### src/rtl/rr_mux_4to1.sv
// Four-channel valid/ready merging mux with round-robin arbitration and a single
// registered output slot; SEL1:SEL0 tags each beat with its source channel.
module rr_mux_4to1 #(
    parameter int unsigned WIDTH = 8
) (
    input  logic             CLK,
    input  logic             RST,
    input  logic [WIDTH-1:0] IN0,
    input  logic [WIDTH-1:0] IN1,
    input  logic [WIDTH-1:0] IN2,
    input  logic [WIDTH-1:0] IN3,
    input  logic             VALID0,
    input  logic             VALID1,
    input  logic             VALID2,
    input  logic             VALID3,
    output logic             READY0,
    output logic             READY1,
    output logic             READY2,
    output logic             READY3,
    output logic [WIDTH-1:0] OUT,
    output logic             OUT_VALID,
    input  logic             OUT_READY,
    output logic             SEL1,
    output logic             SEL0
);

    logic [WIDTH-1:0] out_q, out_d;
    logic             out_valid_q, out_valid_d;
    logic [1:0]       sel_q, sel_d;
    logic [1:0]       last_q, last_d;

    logic [WIDTH-1:0] in_arr [4];
    logic [3:0]       valid_vec;
    logic [3:0]       ready_vec;
    logic             load;
    logic             found;
    logic [1:0]       win_idx;
    logic [1:0]       cand;
    logic             xfer;

    assign in_arr[0] = IN0;
    assign in_arr[1] = IN1;
    assign in_arr[2] = IN2;
    assign in_arr[3] = IN3;
    assign valid_vec = {VALID3, VALID2, VALID1, VALID0};

    // Slot can take a new beat when empty or draining this cycle.
    assign load = ~out_valid_q | OUT_READY;

    // Search starts one past the last winner, so the last winner ranks lowest.
    always_comb begin
        found   = 1'b0;
        win_idx = 2'd0;
        cand    = 2'd0;
        for (int k = 1; k <= 4; k++) begin
            cand = last_q + 2'(k);
            if (!found && valid_vec[cand]) begin
                found   = 1'b1;
                win_idx = cand;
            end
        end
    end

    always_comb begin
        ready_vec = 4'b0000;
        if (load && found && !RST) begin
            ready_vec[win_idx] = 1'b1;
        end
    end

    assign xfer = |ready_vec;

    always_comb begin
        out_d       = out_q;
        sel_d       = sel_q;
        last_d      = last_q;
        out_valid_d = out_valid_q & ~OUT_READY;
        if (xfer) begin
            out_d       = in_arr[win_idx];
            sel_d       = win_idx;
            last_d      = win_idx;
            out_valid_d = 1'b1;
        end
    end

    always_ff @(posedge CLK) begin
        if (RST) begin
            out_q       <= '0;
            out_valid_q <= 1'b0;
            sel_q       <= 2'd0;
            last_q      <= 2'd3;
        end else begin
            out_q       <= out_d;
            out_valid_q <= out_valid_d;
            sel_q       <= sel_d;
            last_q      <= last_d;
        end
    end

    assign READY0    = ready_vec[0];
    assign READY1    = ready_vec[1];
    assign READY2    = ready_vec[2];
    assign READY3    = ready_vec[3];
    assign OUT       = out_q;
    assign OUT_VALID = out_valid_q;
    assign SEL1      = sel_q[1];
    assign SEL0      = sel_q[0];

endmodule

### config.mk
export PLATFORM = sky130hd
export DESIGN_NAME = rr_mux_4to1
export DESIGN_NICKNAME = d
export VERILOG_FILES = /design/src/rtl/rr_mux_4to1.sv
export SDC_FILE = /design/constraint.sdc
export NUM_CORES = 1
export LEC_CHECK = 0
export ABC_AREA = 1
export BUFFER_PORTS_ARGS = -buffer_cell sky130_fd_sc_hd__clkbuf_2
export CORE_UTILIZATION = 40
export CTS_CLUSTER_SIZE = 16
export DETAILED_ROUTE_END_ITERATION = 16
export PLACE_DENSITY = 0.76
export SYNTH_ARGS = -nofsm -noshare
export SYNTH_HDL_FRONTEND = slang
export SYNTH_SLANG_ARGS = --single-unit
export TNS_END_PERCENT = 100
### constraint.sdc
create_clock -name CLK -period 2.6 [get_ports CLK]
set_clock_uncertainty 0.2 [all_clocks]
set_input_delay 0.13 -clock CLK [delete_from_list [all_inputs] [get_ports CLK]]
set_output_delay 0.13 -clock CLK [all_outputs]
set_load 0.1 [all_outputs]
==> impl_metrics.csv <==
group,metric,value,unit
die,ios,54,
synth,synth_mux_area_share,0,%
synth,synth-simple-area-share,63.4,%
layout,num_antenna_cells,0,
global_route,grt_start_max_net_pins,18,
worst_hold_path,min_to,"OUT_VALID$_SDFF_PP0_",
layout,synthToLayoutAreaGrowth,35.9,%
synth,ys_warn_count,0,
clocking,cts_tree,"yes",
clocking,clk_pin_slew,0.07,ns
worst_hold_path,holdCritPathClass,"input port to flop",
clocking,clk_latency,0.27,ns
detailed_routing,wirelength,2920,um
layout,drive_above_1_share,39.1,%
synth,synth_top_family_by_area,"simple AND/OR/NAND/NOR gates",
die,core_area,2730,um^2
synth,syn-cell-area,1150,um^2
sta,worst_slew_pin_slew,0.542,ns
detailed_routing,wl_per_cell,10.3,um
worst_hold_path,hold_path.startpoint,"OUT_READY",
detailed_routing,drc,0,
run,cap_violations,0,
critical_path,crit_family,"simple AND/OR/NAND/NOR gates",
place,place_congestion,0.867,
detailed_routing,viasPerCell,4.89,
synth,synth_xor_area_share,0,%
sta,rsz0062_at_grt,"false",
detailed_routing,drt_iter0_drc,40,
critical_path,rrSetupSlack,0.51,ns
detailed_routing,dr.pass1.iters,4,
sta,setup_viol,0,
synth,avgSynthCellArea,5.95,um^2
outcome,status,"completed",
global_route,grt-ovfl-total,0,
synth,synthCells,194,
critical_path,max_stage_delay,0.43,ns
layout,fin_nets,293,
layout,mostFrequentLayoutCells,"95 x nand2_1, 49 x clkbuf_2, 16 x nand2_2, 16 x nand4_1, 14 x nand3_1",
clocking,cts_max_level,1,
global_route,track_usage,19.0,%
critical_path,worst-setup-path-type,"flop to output pin",
critical_path,crit-reg2reg-capture,"OUT[2]$_SDFFE_PP0P_",
critical_path,worst_path_max_delay_cell,"dfxtp_4",
sta,max-slew-margin-rel,64.0,%
place,place_ws,0.144,ns
critical_path,crit_buf_inv,3,
synth,ys_types,25,
layout,mostFrequentLayoutCell,"nand2_1",
critical_path,end_kind,"output pin",
critical_path,reg2reg_from,"last_q[0]$_SDFFE_PP1P_",
critical_path,start_kind,"flop",
critical_path,critPathLaunch,"last_q[0]$_SDFFE_PP1P_",
sta,finalMaxSlewViolations,0,
global_route,grt_pass1_vias,1188,
synth,synth-compound-area-share,3.47,%
critical_path,critPathRequiredTime,2.27,ns
die,die_area,3100,um^2
critical_path,cp_data_arrival_time,2.07,ns
worst_hold_path,whs_path_depth,4,
clocking,cts-root-buf,"clkbuf_4",
clocking,numClockSinks,13,
synth,ys_seq_area_share,22.6,%
sta,setup_ws,0.202,ns
die,die_w,55.7,um
clocking,cts_buffer_depth,2,
die,start_util,42.2,%
global_route,grt_pass1_wl,4780,um
sta,final_hold_viol_count,0,
synth,synth_fa_ha_area_share,0,%
place,hpwlAfterDp,2370,um
critical_path,r2r_cells,16,
synth,syn_nets,233,
sta,min_period,2.40,ns
clocking,numCtsBuffers,3,
die,chipHeight,55.7,um
critical_path,path_max_fanout,11,
detailed_routing,num_vias,1390,
global_route,antenna_found_initial,0,
critical_path,crit_chain,"inv_4, nand2_1, nand2_1, nand2_2, nand2_2, nor2_4, nand2_1, nor2_2, nor2_4, inv_4, nand2_2, nor2_2, buf_12",
synth,ys_ff_latch,13,
place,port_buffers,53,
sta,fin_crit_sh,92.2,%
sta,fmax,0.417,GHz
detailed_routing,ant_nets,0,
die,placementRows,19,
flip-flops by register name, summed over array words and instances (netlist names):
signal and cells:
OUT 8, last_q 2, sel_q 2, OUT_VALID 1
worst min-delay path, delay by kind of cell:
kind,cells,cell delay [ns]
buf+inv,2,0.11
simple gates,1,0.04
compound gates,1,0.15
per-stage QoR:
step           hold WS (ns)  cell area, um^2  setup TNS (ns)  util (%)  cells
2_1_floorplan      -0.00756             1160           -1.10         -    194
3_3_place_gp          0.158             1500               0      54.7    276
3_5_place_dp          0.163             1500               0      54.7    276
4_1_cts              0.0148             1540               0      56.2    281
5_1_grt              0.0232             1570               0      57.3    284
6_report             0.0177             1570               0      57.3    284
cell families (layout without fill, tap and decap cells):
group,Yosys count,in the layout
and+or+nand+nor,153,153
AOI/OAI and AO/OA,7,7
buffers and inverters,21,80
DFF,13,13
worst max-delay path by stage:
stage / depth (start not counted) / endpoint
final: 13 / READY2
after global routing: 12 / READY0
after CTS: 13 / READY2
after detailed placement: 13 / READY2
after global placement: 13 / READY3
after floorplan: 14 / READY2
final cells by class:
cell class | instances | area (um^2)
clock buffer | 4 | 26.3
inverter | 14 | 57.6
timing repair buffer | 62 | 395
multi-input combinational | 160 | 785
sequential | 13 | 265
tap | 31 | 38.8
fill | 270 | 1170
cells in the mapped netlist:
cell       n  area [um^2]
nor2_2     1         6.26
a21oi_1    1         5.00
nor2_4     2         22.5
nand2_2   16          100
o21ai_0    3         15.0
nand2_4    1         11.3
dfxtp_1   13          260
nor3_1     1         5.00
nand2_1   95          357
nand3_4    2         35.0
nand4_1   16          100
buf_4      4         30.0
o21ai_1    1         5.00
a31oi_1    1         6.26
buf_6      1         11.3
inv_4      1         6.26
nor2_1     4         15.0
a21oi_2    1         8.76
nand3_1   14         70.1
nand3_2    1         10.0
buf_12     1         20.0
buf_2      1         5.00
clkinv_1   2         7.51
inv_2      4         15.0
inv_1      7         26.3
what timing repair did:
item                                    in CTS  in global routing
gates resized for setup                      3                  3
endpoints found under the hold margin        4                  0
endpoints found under the setup margin       4                  4
hold buffers                                 1                  0
setup buffers                                0                  3
cloned                                       0                  0
pin swaps                                    0                  1
per-layer routing:
| layer | global-route usage, % | wire length [um] | share of wire [%] | vias up |
|---|---|---|---|---|
| li1 | - | - | - | 747 |
| met1 | 22.2 | 1300 | 45 | 600 |
| met2 | 35.6 | 1430 | 49 | 43 |
| met3 | 4.65 | 182 | 6.2 | 0 |
| met4 | 2.14 | 0 | 0 | 0 |
| met5 | 0 | 0 | 0 | - |
Power is left out: the tool's default activity adds up to more than one toggle a clock period on the data nets, which glitch-free logic cannot reach.
